### src/rtl/seg7_pkg.sv
// Shared segment encodings and the BCD decode function for the 7-segment scan driver.
// Patterns are active-high {g,f,e,d,c,b,a}; polarity is applied at the display pins.
package seg7_pkg;

    localparam logic [6:0] SEG_0    = 7'h3F;
    localparam logic [6:0] SEG_1    = 7'h06;
    localparam logic [6:0] SEG_2    = 7'h5B;
    localparam logic [6:0] SEG_3    = 7'h4F;
    localparam logic [6:0] SEG_4    = 7'h66;
    localparam logic [6:0] SEG_5    = 7'h6D;
    localparam logic [6:0] SEG_6    = 7'h7D;
    localparam logic [6:0] SEG_7    = 7'h07;
    localparam logic [6:0] SEG_8    = 7'h7F;
    localparam logic [6:0] SEG_9    = 7'h6F;
    localparam logic [6:0] SEG_DASH = 7'h40;
    localparam logic [6:0] SEG_OFF  = 7'h00;

    localparam int unsigned SCAN_DIV_DEFAULT = 1000;
    localparam int unsigned FRAME_LEN        = 2 * SCAN_DIV_DEFAULT;

    function automatic int unsigned frame_len(input int unsigned scan_div);
        return 2 * scan_div;
    endfunction

    // Non-BCD codes (A..F) show a dash so a corrupted counter is visible on the board.
    function automatic logic [6:0] decode_bcd(input logic [3:0] bcd);
        logic [6:0] seg;
        case (bcd)
            4'd0:    seg = SEG_0;
            4'd1:    seg = SEG_1;
            4'd2:    seg = SEG_2;
            4'd3:    seg = SEG_3;
            4'd4:    seg = SEG_4;
            4'd5:    seg = SEG_5;
            4'd6:    seg = SEG_6;
            4'd7:    seg = SEG_7;
            4'd8:    seg = SEG_8;
            4'd9:    seg = SEG_9;
            default: seg = SEG_DASH;
        endcase
        return seg;
    endfunction

endpackage

### src/rtl/bcd_to_seg7.sv
// Combinational BCD to 7-segment decoder, active-high outputs {g,f,e,d,c,b,a}.
module bcd_to_seg7
    import seg7_pkg::*;
(
    input  logic [3:0] bcd_i,
    output logic [6:0] seg_o
);

    always_comb begin
        seg_o = decode_bcd(bcd_i);
    end

endmodule

### src/rtl/seg7_scan_driver.sv
// Two-digit time-multiplexed 7-segment driver with per-frame input snapshot,
// anti-ghosting dead time, leading-zero blanking and selectable pin polarity.
module seg7_scan_driver
    import seg7_pkg::*;
#(
    parameter int unsigned SCAN_DIV = 1000,
    parameter int unsigned DEAD_CYC = 1,
    parameter bit          LZ_BLANK = 1'b1,
    parameter bit          ACT_LOW  = 1'b1
) (
    input  logic       CLK,
    input  logic       RST,
    input  logic       en,
    input  logic [3:0] bcd_0,
    input  logic [3:0] bcd_1,
    input  logic [1:0] dp_in,
    output logic [6:0] seg,
    output logic       dp,
    output logic [1:0] an,
    output logic       frame_tick
);

    localparam int unsigned     CntW    = (SCAN_DIV > 1) ? $clog2(SCAN_DIV) : 1;
    localparam logic [CntW-1:0] CntLast = CntW'(SCAN_DIV - 1);

    logic [CntW-1:0] cnt_q, cnt_d;
    logic            dig_q, dig_d;
    logic [3:0]      sh0_q, sh0_d;
    logic [3:0]      sh1_q, sh1_d;
    logic [1:0]      shdp_q, shdp_d;
    logic            tick_q, tick_d;
    logic            en_q;

    always_ff @(posedge CLK or negedge RST) begin
        if (!RST) begin
            cnt_q  <= '0;
            dig_q  <= 1'b0;
            sh0_q  <= 4'd0;
            sh1_q  <= 4'd0;
            shdp_q <= 2'b00;
            tick_q <= 1'b0;
            en_q   <= 1'b0;
        end else begin
            cnt_q  <= cnt_d;
            dig_q  <= dig_d;
            sh0_q  <= sh0_d;
            sh1_q  <= sh1_d;
            shdp_q <= shdp_d;
            tick_q <= tick_d;
            en_q   <= en;
        end
    end

    // While disabled the shadows track the inputs, so the restart frame shows fresh data.
    always_comb begin
        cnt_d  = cnt_q;
        dig_d  = dig_q;
        sh0_d  = sh0_q;
        sh1_d  = sh1_q;
        shdp_d = shdp_q;
        tick_d = 1'b0;
        if (!en) begin
            cnt_d  = '0;
            dig_d  = 1'b0;
            sh0_d  = bcd_0;
            sh1_d  = bcd_1;
            shdp_d = dp_in;
        end else if (cnt_q == CntLast) begin
            cnt_d = '0;
            dig_d = ~dig_q;
            if (dig_q) begin
                sh0_d  = bcd_0;
                sh1_d  = bcd_1;
                shdp_d = dp_in;
                tick_d = 1'b1;
            end
        end else begin
            cnt_d = cnt_q + 1'b1;
        end
    end

    logic in_dead;

    if (DEAD_CYC == 0) begin : g_no_dead
        assign in_dead = 1'b0;
    end else begin : g_dead
        assign in_dead = (cnt_q < CntW'(DEAD_CYC));
    end

    logic [3:0] digit;
    logic [6:0] seg_hi;
    logic       blank_tens;
    logic       lit;

    assign digit = dig_q ? sh1_q : sh0_q;

    bcd_to_seg7 u_bcd_to_seg7 (
        .bcd_i (digit),
        .seg_o (seg_hi)
    );

    assign blank_tens = LZ_BLANK && dig_q && (sh1_q == 4'd0);
    assign lit        = en_q && !in_dead && !blank_tens;

    logic [6:0] seg_ah;
    logic       dp_ah;
    logic [1:0] an_ah;

    // Every output depends only on registers, never directly on the inputs.
    always_comb begin
        seg_ah = SEG_OFF;
        dp_ah  = 1'b0;
        an_ah  = 2'b00;
        if (lit) begin
            seg_ah = seg_hi;
            dp_ah  = dig_q ? shdp_q[1] : shdp_q[0];
            an_ah  = {dig_q, ~dig_q};
        end
    end

    always_comb begin
        seg        = seg_ah ^ {7{ACT_LOW}};
        dp         = dp_ah ^ ACT_LOW;
        an         = an_ah ^ {2{ACT_LOW}};
        frame_tick = tick_q;
    end

endmodule

### config.mk
export PLATFORM = sky130hd
export DESIGN_NAME = seg7_scan_driver
export DESIGN_NICKNAME = d
export VERILOG_FILES = /design/src/rtl/seg7_pkg.sv /design/src/rtl/bcd_to_seg7.sv /design/src/rtl/seg7_scan_driver.sv
export SDC_FILE = /design/constraint.sdc
export NUM_CORES = 1
export LEC_CHECK = 0
export CAP_MARGIN = 40
export CORE_UTILIZATION = 52
export CTS_CLUSTER_DIAMETER = 30
export DETAILED_ROUTE_END_ITERATION = 10
export PLACE_DENSITY = 0.85
export SLEW_MARGIN = 20
export SYNTH_ARGS = -nofsm -noshare
export SYNTH_HDL_FRONTEND = slang
export SYNTH_SLANG_ARGS = --single-unit
### constraint.sdc
create_clock -name CLK -period 2.9 [get_ports CLK]
set_input_delay 0.58 -clock CLK [delete_from_list [all_inputs] [get_ports CLK]]
set_output_delay 0.58 -clock CLK [all_outputs]
set_load 0.05 [all_outputs]
==> results.sh, run 1 <==
export IMPL_outcome="finished clean"
export IMPL_finClkSkew_ns=0.00763
export IMPL_die_x_um=53.5
export IMPL_clockRootBuffer="clkbuf_4"
export IMPL_period_needed_ns=2.74
export IMPL_worstPathMaxFanout=9
export IMPL_critPathArrivalTime_ns=2.16
export IMPL_powerDensity_nw_per_um2=419
export IMPL_cts_tree="built"
export IMPL_dieArea_um2=2860
export IMPL_io_buffer_count=23
export IMPL_ys_types=32
export IMPL_track_usage=0.224
export IMPL_drive_gt1_frac=0.205
export IMPL_grt_pass1_vias=1105
export IMPL_cp_start_kind="flop"
export IMPL_clock_path_buffers=2
export IMPL_vdd_drop_max_uv=405
export IMPL_synth_area_leaders="dfrtp_1, mux2_2, ha_1"
export IMPL_grt_overflow=0
export IMPL_drv_cap=0
export IMPL_rsz0062_at_grt="false"
export IMPL_yosysWarnings=0
export IMPL_firstDrtPassIters=4
export IMPL_synth_seq_cells=23
export IMPL_syn_area_per_cell_um2=9.84
export IMPL_path_class="flop to primary output"
export IMPL_setup_violations=0
export IMPL_numCtsBuffers=3
export IMPL_start_util=0.551
export IMPL_tns_ns=0
export IMPL_crit_required_ns=2.32
export IMPL_grt_pass1_wl_um=4670
export IMPL_insertion_delay_ns=0.31
export IMPL_nNetsFinal=187
export IMPL_cts_setup_buffers=0
export IMPL_slew_headroom=0.665
export IMPL_drt_initial_drc_count=23
export IMPL_period_share=0.944
export IMPL_end_kind="primary output"
export IMPL_drt_wl_total_um=2770
export IMPL_final_core_util=0.683
export IMPL_hold_path_class="flop to flop"
export IMPL_rrSetupSlack_ns=1.02
export IMPL_place_gp_congestion=0.864
export IMPL_syn2layout_area_growth_pct=23.9
export IMPL_placementRows=18
export IMPL_cts_sinks=23
export IMPL_vias=1112
export IMPL_wl_per_cell_um=14.1
export IMPL_fmax_mhz=365
export IMPL_ys_seq_area_frac=0.418
export IMPL_antenna_found_initial=0
export IMPL_p_leak_nw=0.714
export IMPL_drc_errors=0
export IMPL_via_per_inst=5.67
export IMPL_synth_top_area_share=0.418
export IMPL_drtAntennaViolNets=0
export IMPL_h_tree_depth=1
export IMPL_die_y_um=53.5
export IMPL_tightest_slew_ns=0.502
export IMPL_syn_instance_count=140
export IMPL_yosys_area_top_type="dfrtp_1"
export IMPL_final_max_slew_viol_count=0
export IMPL_grt_max_degree=24
export IMPL_dpl_hpwl_um=2150
export IMPL_clkTransAtPathRegs_ns=0.11
export IMPL_ios=24
export IMPL_antenna_cells=0
export IMPL_netlist_area_um2=1380
export IMPL_syn_nets=160
export IMPL_core_area_um2=2500
export IMPL_hold_violations=0
## Yosys cell counts
| cell | number |
|---|---|
| a211o_1 | 1 |
| a211oi_1 | 4 |
| a21o_1 | 1 |
| a21oi_1 | 6 |
| a31oi_1 | 2 |
| a41oi_1 | 1 |
| a41oi_4 | 1 |
| and3_1 | 1 |
| and3_2 | 1 |
| and4_1 | 1 |
| and4_2 | 1 |
| and4bb_4 | 1 |
| buf_2 | 3 |
| dfrtp_1 | 23 |
| ha_1 | 7 |
| inv_1 | 7 |
| mux2_2 | 13 |
| mux2i_1 | 4 |
| nand2_1 | 13 |
| nand2b_1 | 1 |
| nand3_1 | 7 |
| nand4_1 | 1 |
| nor2_1 | 19 |
| nor3_1 | 4 |
| nor4b_1 | 1 |
| o211ai_1 | 1 |
| o21ai_0 | 5 |
| o31a_1 | 2 |
| or3_1 | 1 |
| or4_1 | 1 |
| xnor2_1 | 1 |
| xor2_1 | 5 |
## timing repair
| item | in CTS | in global routing |
|---|---|---|
| endpoints found under the setup margin | 1 | 2 |
| gates resized for setup | 2 | 3 |
| hold buffers | 0 | 0 |
| hold endpoints to repair | 0 | 0 |
## layout by cell type (no fill, tap or decap), types with 3 or more instances in the layout
master	instances
o21ai_1	4
xor2_1	5
buf_12	3
a211oi_1	4
clkdlybuf4s50_1	13
nor3_1	4
clkbuf_4	3
mux2_2	13
nand2_1	13
buf_4	8
dfrtp_1	22
ha_1	7
nor2_1	19
nand3_1	7
inv_1	7
a21oi_1	6
## worst paths after layout
| path | cells after the start | end | from |
|---|---|---|---|
| setup / recovery | 7 | seg[6] | dig_q |
| hold / removal | 1 | shdp_q[0] | shdp_q[0] |
| setup reg to reg | 4 | sh1_q[1] | cnt_q[0] |
| hold reg to reg | 1 | shdp_q[0] | shdp_q[0] |
| max in group asynchronous | 2 | dig_q | RST |
| min in group asynchronous | 2 | cnt_q[9] | RST |
## cells by family after synthesis
family	after synthesis	synth area share
simple gates	53	0.188
fa+ha+maj	7	0.0636
buf+inv	10	0.0300
xor+xnor	6	0.0381
compound gates	24	0.127
flops	23	0.418
mux	17	0.135
## worst max-delay path, stage by stage, from the launching register on
cell and delay (ns):
dfrtp_2 0.54, mux2i_2 0.36, inv_1 0.11, ha_1 0.23, a211oi_1 0.24, a211o_1 0.13
nand2_1 0.05, buf_4 0.20
## registers in the layout, summed over array words and instances (netlist names)
name,flops
cnt_q,10
sh0_q,4
sh1_q,4
shdp_q,2
dig_q,1
en_q,1
frame_tick,1
## area by class of cell
| cell class | instances | area [um2] |
|---|---|---|
| Sequential cell | 23 | 577 |
| Tap cell | 30 | 37.5 |
| Multi-Input combinational cell | 107 | 777 |
| Inverter | 7 | 26.3 |
| Fill cell | 195 | 793 |
| Timing Repair Buffer | 25 | 263 |
| Clock buffer | 4 | 26.3 |
## layer usage
metal / wire [um] / GRT usage / vias to the layer above / share of wire
met5: 0 / 0 / - / 0
met1: 1240 / 0.278 / 521 / 0.45
met2: 1330 / 0.388 / 41 / 0.48
li1: - / - / 546 / -
met4: 19 / 0.0175 / 0 / 0.0069
met3: 187 / 0.0718 / 4 / 0.067
## report_power, final
part | switching [mW] | leakage (nW) | internal, mW
logic | 0.117 | 0.408 | 0.0913
clock network | 0.0889 | 0.0150 | 0.0537
registers | 0.0250 | 0.292 | 0.340
## through the flow
| step | cells | worst slack (ns) | cell area, um2 | total power, mW | hold slack [ns] |
|---|---|---|---|---|---|
| 6_report | 196 | 0.161 | 1710 | 0.716 | 0.522 |
| 3_3_place_gp | 192 | 0.473 | 1660 | 0.568 | 0.492 |
| 2_1_floorplan | 140 | 0.0854 | 1380 | 0.494 | 0.284 |
| 3_5_place_dp | 192 | 0.308 | 1660 | 0.576 | 0.495 |
| 4_1_cts | 196 | 0.0137 | 1690 | 0.722 | 0.522 |
| 5_1_grt | 196 | 0.00660 | 1710 | 0.761 | 0.554 |
Note: power is estimated with default switching activity, not from simulation.
==> run 2, diff against run 1 <==
--- a/config.mk
+++ b/config.mk
@@ -7,8 +7,10 @@
 export LEC_CHECK = 0
 export CAP_MARGIN = 40
 export CORE_UTILIZATION = 52
+export CTS_BUF_LIST = sky130_fd_sc_hd__clkbuf_16
 export CTS_CLUSTER_DIAMETER = 30
 export DETAILED_ROUTE_END_ITERATION = 10
+export HOLD_SLACK_MARGIN = 0.03
 export PLACE_DENSITY = 0.85
 export SLEW_MARGIN = 20
 export SYNTH_ARGS = -nofsm -noshare
==> constraint.sdc (replaced) <==
create_clock -name CLK -period 2.9 [get_ports CLK]
set_input_delay 0.435 -clock CLK [delete_from_list [all_inputs] [get_ports CLK]]
set_output_delay 0.435 -clock CLK [all_outputs]
set_load 0.05 [all_outputs]
==> run 2 against run 1 <==
Against the previous run:
- via count grew 7.0%
- worst setup slack worse by 0.038 ns
- total power rose by 22%
- critical path type unchanged
- critical endpoint unchanged
- highest routed layer unchanged
==> results.sh, run 2 (synthesis gave the netlist of run 1 again) <==
export IMPL_clockRootBuffer="clkbuf_16"
export IMPL_grt_overflow=0
export IMPL_setup_violations=0
export IMPL_reg_top3="cnt_q: 10 flops, sh0_q: 4 flops, sh1_q: 4 flops"
export IMPL_vdd_drop_max_uv=408
export IMPL_cts_sinks=23
export IMPL_syn2layout_area_growth_pct=26.5
export IMPL_final_max_slew_viol_count=0
export IMPL_clkPwrFrac=0.339
export IMPL_powerDensity_nw_per_um2=502
export IMPL_tns_ns=0
export IMPL_grt_max_degree=24
export IMPL_hold_violations=0
export IMPL_insertion_delay_ns=0.26
export IMPL_wl_per_cell_um=16.6
export IMPL_dieArea_um2=2860
export IMPL_cts_resized=0
export IMPL_finClkSkew_ns=0.00183
export IMPL_p_int_mw=0.615
export IMPL_seqPwrFrac=0.419
export IMPL_drt_wl_total_um=3250
export IMPL_min_delay_start="shdp_q[0]"
export IMPL_clock_path_buffers=2
export IMPL_holdWs_ns=0.514
export IMPL_final_cell_mix="dfrtp_1, nor2_1, clkdlybuf4s50_1"
export IMPL_dpl_hpwl_um=2320
export IMPL_p_comb_frac=0.242
export IMPL_switching_share=0.297
export IMPL_rsz0062_at_grt="false"
export IMPL_drv_cap=0
export IMPL_ios=24
export IMPL_drt_initial_drc_count=27
export IMPL_period_needed_ns=2.78
export IMPL_antenna_found_initial=0
export IMPL_startpoint="dig_q"
export IMPL_p_sw_mw=0.260
export IMPL_rr_endpoint="sh0_q[2]"
export IMPL_place_gp_congestion=0.902
export IMPL_fmax_mhz=360
export IMPL_final_common_cell="dfrtp_1"
export IMPL_nNetsFinal=187
export IMPL_core_area_um2=2500
export IMPL_grt_pass1_wl_um=5000
export IMPL_h_tree_depth=1
export IMPL_p_leak_nw=0.736
export IMPL_path_class="flop to primary output"
export IMPL_io_buffer_count=23
export IMPL_worstPathMaxFanout=11
export IMPL_numCtsBuffers=3
export IMPL_cts_tree="built"
export IMPL_die_y_um=53.5
export IMPL_slew_headroom=0.672
export IMPL_firstDrtPassIters=4
export IMPL_end_kind="primary output"
export IMPL_vias=1190
export IMPL_die_x_um=53.5
export IMPL_drive_gt1_frac=0.193
export IMPL_setup_slack_ns=0.123
export IMPL_rrSetupSlack_ns=1.00
export IMPL_largest_register_ffs=10
export IMPL_period_share=0.958
export IMPL_cts_setup_buffers=0
export IMPL_rr_startpoint="cnt_q[0]"
export IMPL_crit_required_ns=2.47
export IMPL_placementRows=18
export IMPL_postCtsHoldBufs=0
export IMPL_outcome="finished clean"
export IMPL_tightest_slew_ns=0.491
export IMPL_via_per_inst=6.07
export IMPL_hold_path_class="flop to flop"
export IMPL_critPathArrivalTime_ns=2.34
export IMPL_start_util=0.551
export IMPL_final_area_um2=1740
export IMPL_placed_cell_area_um2=1660
export IMPL_dp_slack_ns=0.412
export IMPL_worst_r2r_cell_count=4
export IMPL_cp_start_kind="flop"
export IMPL_track_usage=0.252
export IMPL_cp_endpoint="seg[6]"
export IMPL_drc_errors=0
export IMPL_final_core_util=0.697
export IMPL_grt_pass1_vias=1127
export IMPL_antenna_cells=0
export IMPL_clkTransAtPathRegs_ns=0.06
export IMPL_regMostFlops="cnt_q"
export IMPL_drtAntennaViolNets=0
==> run 2: critical path: stages, from the launching register on <==
cell and delay (ns):
dfrtp_1 0.60, mux2i_1 0.45, inv_1 0.13, ha_1 0.25, a211oi_1 0.27, a211o_1 0.14
nand2_1 0.05, buf_4 0.20
==> run 2: final cells by class <==
class / count / area (um2)
Clock inverter: 1 / 3.75
Multi-Input combinational cell: 107 / 764
Sequential cell: 23 / 576
Fill cell: 185 / 757
Inverter: 7 / 26.3
Timing Repair Buffer: 25 / 260
Clock buffer: 3 / 75.1
Tap cell: 30 / 37.5
==> run 2: worst min path at each step <==
stage,end,cells past startpoint
3_5_place_dp,shdp_q[0],1
4_1_cts,shdp_q[0],1
3_3_place_gp,shdp_q[1],1
6_report,shdp_q[0],1
2_1_floorplan,cnt_q[0],0
5_1_grt,shdp_q[0],1
==> run 2: metrics by stage <==
step | std cells | total power [mW]
after floorplan | 140 | 0.494
after global placement | 192 | 0.569
after detailed placement | 192 | 0.579
after CTS | 196 | 0.877
after global routing | 196 | 0.910
final | 196 | 0.875
==> run 2: metal layers <==
metal | routed length [um] | global-route usage | vias up
li1 | - | - | 553
met1 | 1420 | 0.305 | 587
met2 | 1610 | 0.415 | 42
met3 | 158 | 0.0431 | 8
met4 | 63 | 0.140 | 0
met5 | 0 | 0 | -
==> run 2: power groups by stage <==
stage | registers (mW) | clock network, mW | logic, mW
2_1_floorplan | 0.362 | 0 | 0.132
4_1_cts | 0.365 | 0.301 | 0.211
5_1_grt | 0.369 | 0.315 | 0.226
3_3_place_gp | 0.368 | 0 | 0.201
3_5_place_dp | 0.370 | 0 | 0.209
6_report | 0.367 | 0.296 | 0.212
==> patch 1, RTL diff (settings of run 1) <==
Add an input register stage for `en`, `bcd_0`, `bcd_1` and `dp_in`; this delays them by one clock.
--- a/src/rtl/seg7_scan_driver.sv
+++ b/src/rtl/seg7_scan_driver.sv
@@ -23,6 +23,18 @@
     localparam int unsigned     CntW    = (SCAN_DIV > 1) ? $clog2(SCAN_DIV) : 1;
     localparam logic [CntW-1:0] CntLast = CntW'(SCAN_DIV - 1);
 
+    logic en_r;
+    logic [3:0] bcd_0_q;
+    logic [3:0] bcd_1_q;
+    logic [1:0] dp_q;
+
+    always_ff @(posedge CLK) begin
+        en_r    <= en;
+        bcd_0_q <= bcd_0;
+        bcd_1_q <= bcd_1;
+        dp_q    <= dp_in;
+    end
+
     logic [CntW-1:0] cnt_q, cnt_d;
     logic            dig_q, dig_d;
     logic [3:0]      sh0_q, sh0_d;
@@ -47,7 +59,7 @@
             sh1_q  <= sh1_d;
             shdp_q <= shdp_d;
             tick_q <= tick_d;
-            en_q   <= en;
+            en_q   <= en_r;
         end
     end
 
@@ -59,19 +71,19 @@
         sh1_d  = sh1_q;
         shdp_d = shdp_q;
         tick_d = 1'b0;
-        if (!en) begin
+        if (!en_r) begin
             cnt_d  = '0;
             dig_d  = 1'b0;
-            sh0_d  = bcd_0;
-            sh1_d  = bcd_1;
-            shdp_d = dp_in;
+            sh0_d  = bcd_0_q;
+            sh1_d  = bcd_1_q;
+            shdp_d = dp_q;
         end else if (cnt_q == CntLast) begin
             cnt_d = '0;
             dig_d = ~dig_q;
             if (dig_q) begin
-                sh0_d  = bcd_0;
-                sh1_d  = bcd_1;
-                shdp_d = dp_in;
+                sh0_d  = bcd_0_q;
+                sh1_d  = bcd_1_q;
+                shdp_d = dp_q;
                 tick_d = 1'b1;
             end
         end else begin
Formal check against the unedited RTL: not equivalent (a bounded check fails within 4 cycles, from zero or initial values and one cycle with RST low).
==> patch 1 against run 1 <==
- the flow now finishes with violations (design-rule violations)
- sequential power is 43% higher
- sequential cell count is 11 higher
- routed wire length is 23% higher
- hold slack worse by 0.056 ns
- final cell count is 2.0% higher
- design area is 21% higher
- synthesized area is 15% higher
- total power is 65% higher
- critical path depth stayed put
- clock skew is 0.00076 ns higher
- global-route usage is 0.97 points higher
- clock power grew to 3.0 times the old value
- highest routed layer unchanged
- count of clock-buffer cells in the layout is 1 higher
- setup slack worse by 0.15 ns
==> patch 1: results (changes against run 1) <==
[pwr]
ir_worst_vdd_v = 0.000647  ; was 0.000405 V
leakage_nw = 0.904  ; was 0.714 nW

[synthesis]
synth_mux_area_frac = 0.112  ; was 0.135
synth-adder-area-share = 0.0555  ; was 0.0636
synth_nets = 158  ; was 160
synth-compound-area-share = 0.132  ; was 0.127
async_flop_share = 0.676  ; was 1.00
avgSynthCellArea_um2 = 11.4  ; was 9.84 um^2
synthDistinctLibCells = 36  ; was 32
synth_commonest_cells = dfrtp_1 (23), nor2_1 (17), mux2_2 (12)  ; was dfrtp_1 (23), nor2_1 (19), mux2_2 (13), nand2_1 (13)
synth-xor-area-share = 0.0333  ; was 0.0381
synthTopCellsByArea = dfrtp_1 (36%), dfxtp_1 (14%), mux2_2 (8.6%)  ; was dfrtp_1 (42%), mux2_2 (11%), ha_1 (6.4%)
yosysSeqAreaShare = 0.504  ; was 0.418

[cells_and_area]
num-multi-input-gates = 96  ; was 107
num_antenna_cells = 0  ; unchanged
regArea_um2 = 796  ; was 577 um^2
multi_input_area_share = 0.369  ; was 0.455
clock_tree_area_fraction = 0.0513  ; was 0.0154
seq_share = 0.384  ; was 0.338
design.seq.count = 34  ; was 23
inverters = 6  ; was 7

[critical_path]
max_stage_delay_ns = 0.47  ; was 0.54 ns
crit_family = compound AO/OA/AOI/OAI gates  ; was flip-flops
arrival_ns = 2.30  ; was 2.16 ns

[grt]
grt_usage = 0.234  ; was 0.224
grt_pass1_wl_um = 5540  ; was 4670 um

[place]
placed_cell_area_mm2 = 0.00195  ; was 0.00166 mm^2
dp_hpwl_um = 2400  ; was 2150 um
post-place-ws_ns = 0.332  ; was 0.308 ns
finalWeightedCongestion = 0.933  ; was 0.864

[status]
failed_checks = design-rule violations
status = complete, but fails checks  ; was completed

[detailed_routing]
drc = 4  ; was 0
dr.pass1.iters = 7  ; was 4
vias_per_cell = 5.86  ; was 5.67
drt_iter0_drc = 49  ; was 23
wl_per_cell_um = 17.1  ; was 14.1 um
vias = 1172  ; was 1112

[clock_network]
numCtsBuffers = 5  ; was 3
clock_latency_ns = 0.34  ; was 0.31 ns

[sta]
finClkSkew_ns = 0.00839  ; was 0.00763 ns

[patch 1: changes by cell type after synthesis, moves of 3 or more]
cell,change
dfxtp_1,+11
nand2_1,-7
nor3_1,-3
o21ai_1,+3
[patch 1: per-layer routing]
layer,wire (um),GRT usage
met5,0,0
met4,80,0.108
met3,167,0.0658
met2,1720,0.390
met1,1450,0.281
[patch 1: path summary, 6_finish.rpt]
kind | start | to | slack (ns) | cells after the start
max | cnt_q[0] | seg[4] | 0.02 | 7
min | en_r | en_q | 0.47 | 0
max reg2reg | cnt_q[0] | sh0_q[3] | 1.07 | 5
min reg2reg | en_r | en_q | 0.47 | 0
max in group asynchronous | RST | frame_tick | 2.09 | 2
min in group asynchronous | RST | sh1_q[1] | 0.58 | 2
[patch 1: where the power goes]
part	switching, W	internal, W
logic	0.000117	0.000105
clock network	0.000166	0.000270
registers	0.0000240	0.000498
[patch 1: what timing repair did]
action                                  in CTS  in global routing
resized for setup                            1                  3
hold buffers                                 0                  0
endpoints found under the setup margin       7                  6
pin swaps                                    1                  0
==> patch 2, RTL diff (config.mk and constraints of run 1) <==
Without the edit above. The parameter `LZ_BLANK` goes from 1'b1 to 1'b0.
--- a/src/rtl/seg7_scan_driver.sv
+++ b/src/rtl/seg7_scan_driver.sv
@@ -5,7 +5,7 @@
 #(
     parameter int unsigned SCAN_DIV = 1000,
     parameter int unsigned DEAD_CYC = 1,
-    parameter bit          LZ_BLANK = 1'b1,
+    parameter bit          LZ_BLANK = 1'b0,
     parameter bit          ACT_LOW  = 1'b1
 ) (
     input  logic       CLK,
Check against the original RTL: no difference found for any inputs over 10 cycles, from zero or initial values and one cycle with RST low; that may be too few to reach the edited logic, so the function may still have changed.
==> patch 2 against run 1 <==
- non-clock buffer count increased by 1
- design area fell by 4.4%
- setup slack better by 0.012 ns
- sequential share of layout area is 1.6 points higher
- via count decreased by 11%
- final cell count fell by 5.1%
- total power shrank 6.3%
- synthesized area decreased by 2.3%
- routed wire length fell by 3.8%
- sequential cell count unchanged
- largest power group unchanged
==> patch 2: results (changes against run 1) <==
[clock_network]
clkTransAtPathRegs_ns = 0.12
numCtsBuffers = 3  ; unchanged
root_buffer = clkbuf_4  ; unchanged
cts_max_level = 1  ; unchanged
cts_buffer_depth = 2  ; unchanged
clock_latency_ns = 0.30

[detailed_routing]
wl_per_cell_um = 14.3  ; was 14.1 um
dr.pass1.iters = 4  ; unchanged
drt_iter0_drc = 17  ; was 23
vias = 986  ; was 1112
ant_nets = 0  ; unchanged

[synthesis]
synth_commonest_cells = dfrtp_1 (23), nor2_1 (15), mux2_2 (12)  ; was dfrtp_1 (23), nor2_1 (19), mux2_2 (13), nand2_1 (13)
synthDistinctLibCells = 35  ; was 32
synth_nets = 149  ; was 160
yosysSeqAreaShare = 0.428  ; was 0.418
synth_warnings = 0  ; unchanged
synthTopCellsByArea = dfrtp_1 (43%), mux2_2 (10%), ha_1 (6.5%)  ; was dfrtp_1 (42%), mux2_2 (11%), ha_1 (6.4%)
synth-edff-count = 0  ; unchanged
ys.flop_type = dfrtp_1  ; unchanged
async_flop_share = 1.00  ; unchanged

[cells_and_area]
nets = 177  ; was 187
num_antenna_cells = 0  ; unchanged
largest_registers = cnt_q x10, sh0_q x4, sh1_q x4  ; unchanged
drive_gt1_frac = 0.269  ; was 0.205

[worst_hold_path]
min_path_type = reg -> reg  ; unchanged

[grt]
grt_max_degree = 24  ; unchanged
grt_usage = 0.211  ; was 0.224
grt_pass1_vias = 935  ; was 1105
antenna_found_initial = 0  ; unchanged
grt_pass1_wl_um = 4240  ; was 4670 um

[sta]
relSlewSlack = 0.674  ; was 0.665
finClkSkew_ns = 0.00618  ; was 0.00763 ns

[critical_path]
cp_max_fo = 8  ; was 9
arrival_ns = 2.15

[place]
dp_hpwl_um = 2060  ; was 2150 um
numPortBuffers = 23  ; unchanged
finalWeightedCongestion = 0.823  ; was 0.864

[pwr]
ir_worst_vdd_v = 0.000355  ; was 0.000405 V
leakage_nw = 0.702  ; was 0.714 nW

[status]
status = completed  ; unchanged

==> patch 2: cell types whose count changed after synthesis, sizes merged, moves of 3 or more <==
cell	run 1	this run
a21boi	0	4
inv	7	10
nand2	13	7
nor2	19	16
==> patch 2: cell type report <==
cell class                      count  area [um^2]
Multi-Input combinational cell     93          713
Sequential cell                    23          577
Tap cell                           30         37.5
Clock buffer                        4         26.3
Fill cell                         192          823
Inverter                           10         37.5
Timing Repair Buffer               26          240
==> patch 2: worst max-delay path, cell delays in order (launching register included) <==
cell	delay, ns
dfrtp_1	0.43
inv_1	0.10
ha_1	0.16
nor4b_1	0.35
a31oi_2	0.27
a21boi_2	0.23
o21ai_0	0.08
buf_4	0.22
==> patch 2: cells by family (layout without fill, tap and decap cells) <==
family | Yosys count | count (layout) | synth area share
xor gates and xnor gates | 6 | 6 | 0.0390
DFF | 23 | 23 | 0.428
AOI/OAI and AO/OA | 23 | 23 | 0.125
and+or+nand+nor | 42 | 42 | 0.170
adders and majority gates | 7 | 7 | 0.0651
buffers and inverters | 13 | 40 | 0.0502
muxes | 15 | 15 | 0.123
==> patch 2: path summary, 6_finish.rpt <==
kind / from / to / slack, ns / depth (start not counted)
max reg2reg: cnt_q[0] / sh0_q[3] / 1.14 / 5
min reg2reg: cnt_q[0] / cnt_q[0] / 0.50 / 1
min: cnt_q[0] / cnt_q[0] / 0.50 / 1
max in group asynchronous: RST / dig_q / 2.04 / 2
max: cnt_q[0] / seg[5] / 0.17 / 7
min in group asynchronous: RST / sh1_q[0] / 0.62 / 2
==> patch 2: power breakdown <==
group	leakage [nW]	switching (W)	total, W	internal [W]
clock network	0.0150	0.0000873	0.000141	0.0000535
logic	0.395	0.000103	0.000175	0.0000720
registers	0.292	0.0000161	0.000355	0.000339
total	0.702	0.000207	0.000671	0.000464
==> patch 2: repair_timing <==
item | 4_1_cts | 5_1_grt
setup endpoints to repair | 2 | 3
buffers inserted | 0 | 1
gates resized for setup | 2 | 1
hold buffers | 0 | 0
==> patch 2: stage by stage <==
step	std cells	setup WS [ns]	area (um^2)	util
finish	186	0.173	1630	0.665
global placement	181	0.422	1590	0.646
floorplan	129	0.0917	1350	-
detailed placement	181	0.302	1590	0.646
CTS	185	0.0687	1620	0.660
global route	186	0.0300	1630	0.665
==> patch 2: routing by layer <==
metal	wire length (um)	share of wire	GRT usage	vias to the layer above
li1	-	-	-	506
met3	79	0.030	0.0374	2
met4	13	0.0049	0.0439	0
met5	0	0	0	-
met2	1330	0.50	0.354	18
met1	1240	0.47	0.285	460
